File: src/rtl/mem_port_arbiter_if.sv
// mem_port_arbiter_if: request/response bundle joining the IF and D
// requesters and the memory port to mem_port_arbiter.
interface mem_port_arbiter_if #(
    parameter int ADDR_W = 32,
    parameter int DATA_W = 32
);
    logic              if_req_valid;
    logic [ADDR_W-1:0] if_req_addr;
    logic              if_req_ready;
    logic              if_rsp_valid;
    logic [DATA_W-1:0] if_rsp_data;
    logic              if_rsp_err;

    logic                d_req_valid;
    logic [ADDR_W-1:0]   d_req_addr;
    logic                d_req_we;
    logic [DATA_W-1:0]   d_req_wdata;
    logic [DATA_W/8-1:0] d_req_wstrb;
    logic                d_req_ready;
    logic                d_rsp_valid;
    logic [DATA_W-1:0]   d_rsp_rdata;
    logic                d_rsp_err;

    logic                mem_req_valid;
    logic                mem_req_ready;
    logic [ADDR_W-1:0]   mem_addr;
    logic                mem_we;
    logic [DATA_W-1:0]   mem_wdata;
    logic [DATA_W/8-1:0] mem_wstrb;
    logic                mem_rsp_valid;
    logic [DATA_W-1:0]   mem_rsp_rdata;

    modport master (
        output if_req_valid, if_req_addr,
        output d_req_valid, d_req_addr, d_req_we,
        output d_req_wdata, d_req_wstrb,
        output mem_req_ready, mem_rsp_valid, mem_rsp_rdata,
        input  if_req_ready, if_rsp_valid, if_rsp_data, if_rsp_err,
        input  d_req_ready, d_rsp_valid, d_rsp_rdata, d_rsp_err,
        input  mem_req_valid, mem_addr, mem_we, mem_wdata, mem_wstrb
    );

    modport slave (
        input  if_req_valid, if_req_addr,
        input  d_req_valid, d_req_addr, d_req_we,
        input  d_req_wdata, d_req_wstrb,
        input  mem_req_ready, mem_rsp_valid, mem_rsp_rdata,
        output if_req_ready, if_rsp_valid, if_rsp_data, if_rsp_err,
        output d_req_ready, d_rsp_valid, d_rsp_rdata, d_rsp_err,
        output mem_req_valid, mem_addr, mem_we, mem_wdata, mem_wstrb
    );
endinterface

File: src/rtl/mem_port_arbiter.sv
// mem_port_arbiter: shares one memory port between fetch (IF) and load/store (D).
// Define ARB_ROUND_ROBIN_EN to alternate grants on ties instead of D-first.
module mem_port_arbiter #(
    parameter int ADDR_W  = 32,
    parameter int DATA_W  = 32,
    parameter int TIMEOUT = 255,
    parameter int TO_W    = 8
) (
    input  logic               clk,
    input  logic               reset_n,
    mem_port_arbiter_if.slave  bus,
    output logic               busy,
    output logic               owner
);
    localparam int STRB_W = DATA_W / 8;

    typedef enum logic [1:0] {IDLE, REQ, RESP, ERR} state_t;

    state_t state, state_nx;

    logic [ADDR_W-1:0] addr_q;
    logic              we_q;
    logic [DATA_W-1:0] wdata_q;
    logic [STRB_W-1:0] wstrb_q;
    logic              owner_q;
    logic [TO_W-1:0]   cnt_q;

    logic              if_rsp_v_q, if_rsp_err_q;
    logic [DATA_W-1:0] if_rsp_data_q;
    logic              d_rsp_v_q, d_rsp_err_q;
    logic [DATA_W-1:0] d_rsp_data_q;

    logic              gnt_if, gnt_d, hs, sel_mis, timeout;
    logic              fire, fire_err;
    logic [DATA_W-1:0] fire_data;

    assign hs      = gnt_if | gnt_d;
    assign sel_mis = gnt_d ? (bus.d_req_addr[1:0] != 2'b00)
                           : (bus.if_req_addr[1:0] != 2'b00);
    assign timeout = (cnt_q == TO_W'(TIMEOUT - 1));

    // Pick the requester to accept while idle.
    always_comb begin
        gnt_d  = 1'b0;
        gnt_if = 1'b0;
        if (state == IDLE) begin
`ifdef ARB_ROUND_ROBIN_EN
            gnt_d = bus.d_req_valid && (!bus.if_req_valid || !owner_q);
`else
            gnt_d = bus.d_req_valid;
`endif
            gnt_if = bus.if_req_valid && !gnt_d;
        end
    end

    // State register.
    always_ff @(posedge clk) begin
        if (!reset_n) state <= IDLE;
        else          state <= state_nx;
    end

    // Next-state logic.
    always_comb begin
        state_nx = state;
        unique case (state)
            IDLE: if (hs) state_nx = sel_mis ? ERR : REQ;
            REQ:  if (bus.mem_req_ready) state_nx = RESP;
            RESP: if (bus.mem_rsp_valid || timeout) state_nx = IDLE;
            ERR:  state_nx = IDLE;
            default: state_nx = IDLE;
        endcase
    end

    // Handshake/status outputs and the response about to be issued.
    always_comb begin
        bus.if_req_ready  = gnt_if;
        bus.d_req_ready   = gnt_d;
        bus.mem_req_valid = (state == REQ);
        busy              = (state != IDLE);
        fire              = 1'b0;
        fire_err          = 1'b0;
        fire_data         = '0;
        unique case (state)
            RESP: begin
                if (bus.mem_rsp_valid) begin
                    fire      = 1'b1;
                    fire_data = we_q ? '0 : bus.mem_rsp_rdata;
                end else if (timeout) begin
                    fire     = 1'b1;
                    fire_err = 1'b1;
                end
            end
            ERR: begin
                fire     = 1'b1;
                fire_err = 1'b1;
            end
            default: ;
        endcase
    end

    // Latch the accepted request, run the timeout counter, register responses.
    always_ff @(posedge clk) begin
        if (!reset_n) begin
            addr_q        <= '0;
            we_q          <= 1'b0;
            wdata_q       <= '0;
            wstrb_q       <= '0;
            owner_q       <= 1'b1;
            cnt_q         <= '0;
            if_rsp_v_q    <= 1'b0;
            if_rsp_err_q  <= 1'b0;
            if_rsp_data_q <= '0;
            d_rsp_v_q     <= 1'b0;
            d_rsp_err_q   <= 1'b0;
            d_rsp_data_q  <= '0;
        end else begin
            if_rsp_v_q    <= 1'b0;
            if_rsp_err_q  <= 1'b0;
            if_rsp_data_q <= '0;
            d_rsp_v_q     <= 1'b0;
            d_rsp_err_q   <= 1'b0;
            d_rsp_data_q  <= '0;
            if (hs) begin
                owner_q <= gnt_d;
                if (gnt_d) begin
                    addr_q  <= bus.d_req_addr;
                    we_q    <= bus.d_req_we;
                    wdata_q <= bus.d_req_wdata;
                    wstrb_q <= bus.d_req_wstrb;
                end else begin
                    addr_q  <= bus.if_req_addr;
                    we_q    <= 1'b0;
                    wdata_q <= '0;
                    wstrb_q <= '0;
                end
            end
            if (state == REQ && bus.mem_req_ready) cnt_q <= '0;
            if (state == RESP) cnt_q <= cnt_q + TO_W'(1);
            if (fire) begin
                if (owner_q) begin
                    d_rsp_v_q    <= 1'b1;
                    d_rsp_err_q  <= fire_err;
                    d_rsp_data_q <= fire_data;
                end else begin
                    if_rsp_v_q    <= 1'b1;
                    if_rsp_err_q  <= fire_err;
                    if_rsp_data_q <= fire_data;
                end
            end
        end
    end

    assign owner           = owner_q;
    assign bus.mem_addr    = addr_q;
    assign bus.mem_we      = we_q;
    assign bus.mem_wdata   = wdata_q;
    assign bus.mem_wstrb   = wstrb_q;
    assign bus.if_rsp_valid = if_rsp_v_q;
    assign bus.if_rsp_err   = if_rsp_err_q;
    assign bus.if_rsp_data  = if_rsp_data_q;
    assign bus.d_rsp_valid  = d_rsp_v_q;
    assign bus.d_rsp_err    = d_rsp_err_q;
    assign bus.d_rsp_rdata  = d_rsp_data_q;
endmodule

File: src/flat_wrapper.sv
// flat-port wrapper written by rule: the top's interface ports become plain ports
module mem_port_arbiter_flat 
#(
    parameter int ADDR_W  = 32,
    parameter int DATA_W  = 32,
    parameter int TIMEOUT = 255,
    parameter int TO_W    = 8
)
  (clk, reset_n, busy, owner, bus_if_req_valid, bus_if_req_addr, bus_d_req_valid, bus_d_req_addr, bus_d_req_we, bus_d_req_wdata, bus_d_req_wstrb, bus_mem_req_ready, bus_mem_rsp_valid, bus_mem_rsp_rdata, bus_if_req_ready, bus_if_rsp_valid, bus_if_rsp_data, bus_if_rsp_err, bus_d_req_ready, bus_d_rsp_valid, bus_d_rsp_rdata, bus_d_rsp_err, bus_mem_req_valid, bus_mem_addr, bus_mem_we, bus_mem_wdata, bus_mem_wstrb);
  mem_port_arbiter_if #(.ADDR_W(ADDR_W), .DATA_W(DATA_W)) bus_i ();
  input  logic clk;
  input  logic reset_n;
  output logic busy;
  output logic owner;
  input wire logic [$bits(bus_i.if_req_valid)-1:0] bus_if_req_valid;
  input wire logic [$bits(bus_i.if_req_addr)-1:0] bus_if_req_addr;
  input wire logic [$bits(bus_i.d_req_valid)-1:0] bus_d_req_valid;
  input wire logic [$bits(bus_i.d_req_addr)-1:0] bus_d_req_addr;
  input wire logic [$bits(bus_i.d_req_we)-1:0] bus_d_req_we;
  input wire logic [$bits(bus_i.d_req_wdata)-1:0] bus_d_req_wdata;
  input wire logic [$bits(bus_i.d_req_wstrb)-1:0] bus_d_req_wstrb;
  input wire logic [$bits(bus_i.mem_req_ready)-1:0] bus_mem_req_ready;
  input wire logic [$bits(bus_i.mem_rsp_valid)-1:0] bus_mem_rsp_valid;
  input wire logic [$bits(bus_i.mem_rsp_rdata)-1:0] bus_mem_rsp_rdata;
  output wire logic [$bits(bus_i.if_req_ready)-1:0] bus_if_req_ready;
  output wire logic [$bits(bus_i.if_rsp_valid)-1:0] bus_if_rsp_valid;
  output wire logic [$bits(bus_i.if_rsp_data)-1:0] bus_if_rsp_data;
  output wire logic [$bits(bus_i.if_rsp_err)-1:0] bus_if_rsp_err;
  output wire logic [$bits(bus_i.d_req_ready)-1:0] bus_d_req_ready;
  output wire logic [$bits(bus_i.d_rsp_valid)-1:0] bus_d_rsp_valid;
  output wire logic [$bits(bus_i.d_rsp_rdata)-1:0] bus_d_rsp_rdata;
  output wire logic [$bits(bus_i.d_rsp_err)-1:0] bus_d_rsp_err;
  output wire logic [$bits(bus_i.mem_req_valid)-1:0] bus_mem_req_valid;
  output wire logic [$bits(bus_i.mem_addr)-1:0] bus_mem_addr;
  output wire logic [$bits(bus_i.mem_we)-1:0] bus_mem_we;
  output wire logic [$bits(bus_i.mem_wdata)-1:0] bus_mem_wdata;
  output wire logic [$bits(bus_i.mem_wstrb)-1:0] bus_mem_wstrb;
  assign bus_i.if_req_valid = bus_if_req_valid;
  assign bus_i.if_req_addr = bus_if_req_addr;
  assign bus_i.d_req_valid = bus_d_req_valid;
  assign bus_i.d_req_addr = bus_d_req_addr;
  assign bus_i.d_req_we = bus_d_req_we;
  assign bus_i.d_req_wdata = bus_d_req_wdata;
  assign bus_i.d_req_wstrb = bus_d_req_wstrb;
  assign bus_i.mem_req_ready = bus_mem_req_ready;
  assign bus_i.mem_rsp_valid = bus_mem_rsp_valid;
  assign bus_i.mem_rsp_rdata = bus_mem_rsp_rdata;
  assign bus_if_req_ready = bus_i.if_req_ready;
  assign bus_if_rsp_valid = bus_i.if_rsp_valid;
  assign bus_if_rsp_data = bus_i.if_rsp_data;
  assign bus_if_rsp_err = bus_i.if_rsp_err;
  assign bus_d_req_ready = bus_i.d_req_ready;
  assign bus_d_rsp_valid = bus_i.d_rsp_valid;
  assign bus_d_rsp_rdata = bus_i.d_rsp_rdata;
  assign bus_d_rsp_err = bus_i.d_rsp_err;
  assign bus_mem_req_valid = bus_i.mem_req_valid;
  assign bus_mem_addr = bus_i.mem_addr;
  assign bus_mem_we = bus_i.mem_we;
  assign bus_mem_wdata = bus_i.mem_wdata;
  assign bus_mem_wstrb = bus_i.mem_wstrb;
  mem_port_arbiter #(.ADDR_W(ADDR_W), .DATA_W(DATA_W), .TIMEOUT(TIMEOUT), .TO_W(TO_W)) u_core (.clk(clk), .reset_n(reset_n), .bus(bus_i), .busy(busy), .owner(owner));
endmodule
File: config.mk
export PLATFORM = sky130hd
export DESIGN_NAME = mem_port_arbiter_flat
export DESIGN_NICKNAME = d
export VERILOG_FILES = /design/src/rtl/mem_port_arbiter_if.sv /design/src/rtl/mem_port_arbiter.sv /design/src/flat_wrapper.sv
export SDC_FILE = /design/constraint.sdc
export NUM_CORES = 1
export LEC_CHECK = 0
export BUFFER_PORTS_ARGS = -buffer_cell sky130_fd_sc_hd__buf_4
export CAP_MARGIN = 0
export CORE_AREA = 3 3 124 126
export CTS_CLUSTER_SIZE = 10
export DETAILED_ROUTE_END_ITERATION = 10
export DIE_AREA = 0 0 127 129
export PLACE_DENSITY = 0.65
export SYNTH_ARGS = -nofsm -noshare
export SYNTH_HDL_FRONTEND = slang
export SYNTH_SLANG_ARGS = --single-unit
File: constraint.sdc
create_clock -name clk -period 3.1 [get_ports clk]
set_input_delay 0.155 -clock clk [delete_from_list [all_inputs] [get_ports clk]]
set_output_delay 0.155 -clock clk [all_outputs]
set_load 0.005 [all_outputs]
==> summary.txt <==
Synth
  • Synth cell types: 34
  • Sequential area share after synthesis: 59.48%
  • Synth area leader: dfxtp_1
  • Flops & latches, synth: 148
  • Ys async rst share: 0%
  • Cell with the most instances after synthesis: dfxtp_1
  • Synth Warn #: 0
  • Cell Area, Synth: 4981 um^2
  • Synthesized area per cell: 8.847 um^2
  • EDFF count, synth: 0
  • Yosys top cell area share: 59.48%
  • Post-synthesis cell count: 563
  • Syn_nets: 704
  • Main synth FF type: dfxtp_1
  • Synth cell count leaders: 148 x dfxtp_1, 116 x nor2_1, 104 x nand2_1
  • Synth area leaders: dfxtp_1 59%, nor2_1 8.7%, nand2_1 7.8%

Placed design
  • Worst slack, placed: 1.180 ns
  • I/O Buffers: 280
  • Placer Congestion: 0.8029
  • Hpwl dp: 10,920 um

Pwr
  • Max VDD drop: 359.1 uV
  • Clock share of power: 39.5%
  • Leak Pwr: 0.004075 uW
  • Sequential power share: 41.2%
  • Total power per unit cell area: 565.8 nW/um^2
  • Total power: 5100 uW
  • P_sw: 1380 uW
  • Sw Ratio: 27.05%
  • Pint: 3720 uW
  • Combinational share of power: 19.3%

Routing
  • Drt pass-1 iters: 4
  • Wirelength per Cell: 15.01 um
  • Vias post-DR: 5,394
  • Vias/cell: 4.686
  • 1st-iter DRT viols: 235
  • Remaining antenna violation count: 0
  • Total wire length: 17,270 um
  • DRC violations left: 0

Clock network
  • Clock Pin Slew Worst Setup and Hold Paths: 0.07 ns
  • Maximum root-to-sink buffer count: 2
  • Cts bufs inserted: 17
  • Clock tree sinks: 148
  • TritonCTS clock tree: built
  • CTS Root Cell: clkbuf_16
  • H-tree Lvls: 4
  • Worst-Skew Late Latency: 0.42 ns

Die
  • Site Rows: 44
  • Die width: 127 um
  • Initial Util: 34.53%
  • I/O pin count: 281
  • Die Ht: 129 um
  • Core Region: 14,420 um^2
  • Die Area: 16,380 um^2

Timing
  • Slew headroom: 46.53%
  • Clk_skew: 0.007360 ns
  • FMAX: 395.8 MHz
  • Setup total negative slack: 0 ns
  • Fin crit period: 2.526 ns
  • Final setup viols: 0
  • Unrepaired setup endpoints after global routing: no
  • Slew Limit Fails: 0
  • Slew @ Worst Pin: 0.8009 ns
  • Final worst slack: 0.5736 ns
  • Hold_ws: 0.01756 ns
  • Fin crit share: 81.50%
  • Hold Vio Cnt, Final: 0

Finish
  • Share of cells above drive strength 1: 34.37%
  • Fillers: 1,187
  • Nets: 1,094
  • Sequential cell area: 2963 um^2
  • Synth-to-layout area growth: 80.96%
  • Area occupied by multi-input gates: 1787 um^2

Critical path
  • CP max-delay cell: dlygate4sd3_1
  • Max FO, Critical Path: 30
  • CP max stage delay: 0.58 ns
  • Crit start category: flop
  • R2R Setup Slk: 0.57 ns
  • Worst path cell trace: nor2_2 > o21a_1 > buf_4 > o21ai_0 > a31oi_1 > dlygate4sd3_1
  • CP Data Arrival Time: 2.88 ns
  • Critical path class: reg -> reg
  • Endpoint class of the critical path: flop
  • Critical path required time: 3.46 ns

Global routing
  • GRT Util Overall: 20.56%
  • Initial antenna violation count: 1
  • First-pass GRT wire length: 26,880 um
  • Vias in the first global route: 5,334
  • Pin count of the biggest net entering global routing: 69
  • Total gr overflow: 0

Outcome
  • Status: finished clean

Hold path
  • HP Class: in -> reg

Run
  • Maxcap violations: 0
## worst paths after layout
path | from | endpoint | cells after the start
max | u_core.state[1]$_SDFFE_PN0P_ | u_core.bus.mem_addr[15]$_SDFFE_PN0P_ | 6
min | bus_if_req_addr[26] | u_core.bus.mem_addr[26]$_SDFFE_PN0P_ | 3
max reg2reg | u_core.state[1]$_SDFFE_PN0P_ | u_core.bus.mem_addr[15]$_SDFFE_PN0P_ | 6
min reg2reg | u_core.bus.mem_wdata[26]$_SDFFE_PN0P_ | u_core.bus.mem_wdata[26]$_SDFFE_PN0P_ | 2
## registers in the layout (all words and copies together), names as in the netlist
register	count
u_core.bus.d_rsp_valid	1
u_core.bus.mem_wstrb	4
u_core.bus.if_rsp_err	1
u_core.bus.mem_addr	32
u_core.bus.d_rsp_rdata	32
u_core.state	2
u_core.bus.mem_wdata	32
u_core.bus.d_rsp_err	1
u_core.cnt_q	8
u_core.owner	1
u_core.bus.mem_we	1
u_core.bus.if_rsp_data	32
u_core.bus.if_rsp_valid	1
## logic make-up (layout without fill, tap and decap cells)
family / Yosys count / after routing / synth area share, %
muxes: 3 / 3 / 0.6782
DFF: 148 / 148 / 59.48
other: 0 / 1 / 0
AOI/OAI and AO/OA: 118 / 118 / 14.97
adders and majority gates: 2 / 2 / 0.5023
and+or+nand+nor: 241 / 241 / 19.52
buffers and inverters: 51 / 454 / 4.848
## area by class of cell
cell class / instances / share of cell area (%)
repair buffers: 413 / 37.90
flip-flops and latches: 148 / 32.87
multi-input cells: 364 / 19.82
clock buffers: 18 / 4.872
well taps: 184 / 2.554
clock inverters: 14 / 1.582
inverters: 9 / 0.3748
diodes: 1 / 0.02776
## power groups by stage
stage | Combinational, uW | Sequential, uW | Clock, uW
after global routing | 1080 | 2120 | 2140
after CTS | 972 | 2100 | 2060
after global placement | 783 | 2140 | 0
final | 982 | 2100 | 2020
after floorplan | 365 | 2140 | 0
after detailed placement | 789 | 2140 | 0
## timing repair
action	in CTS	in global routing
endpoints found under the hold margin	128	0
buffers inserted	0	0
resized for setup	0	0
hold buffers	126	0
## metrics by stage
step	instances	instance area (um^2)	util (%)
finish	1151	9014	62.49
global route	1151	9014	62.49
CTS	1150	9011	62.47
detailed placement	992	7168	49.70
global placement	992	7168	49.70
floorplan	563	4981	-
## placed cells by master, fill, tap and decap left out, drive strengths merged
master / n
buf: 287
dfxtp: 148
dlygate4sd3: 126
nor2: 118
nand2: 104
a22oi: 37
o21ai: 36
a31oi: 33
clkbuf: 18
inv: 16
a21oi: 5
clkinvlp: 5
nand3: 3
o21a: 3
mux2: 3
or3: 2
nand2b: 2
nand3b: 2
nor3: 2
ha: 2
nand4: 2
diode: 1
nor2b: 1
nor3b: 1
or2: 1
o211ai: 1
and4b: 1
a31o: 1
a221oi: 1
or3b: 1
and3: 1
o311ai: 1
bufinv: 1
clkinv: 1
## layer usage
metal | GRT usage, % | vias to the layer above | part of all wire [%]
met2 | 34.65 | 252 | 48
met5 | 0 | - | 0
met1 | 23.90 | 2452 | 40
met4 | 7.571 | 0 | 2.0
li1 | - | 2665 | -
met3 | 7.846 | 25 | 10
## worst max-delay path: cells and delay by family (launching register included)
family,cells,cell delay (ns)
buf+inv,2,0.95
flops,1,0.40
simple gates,1,0.31
compound gates,3,0.80
(Power assumes the default switching activity.)
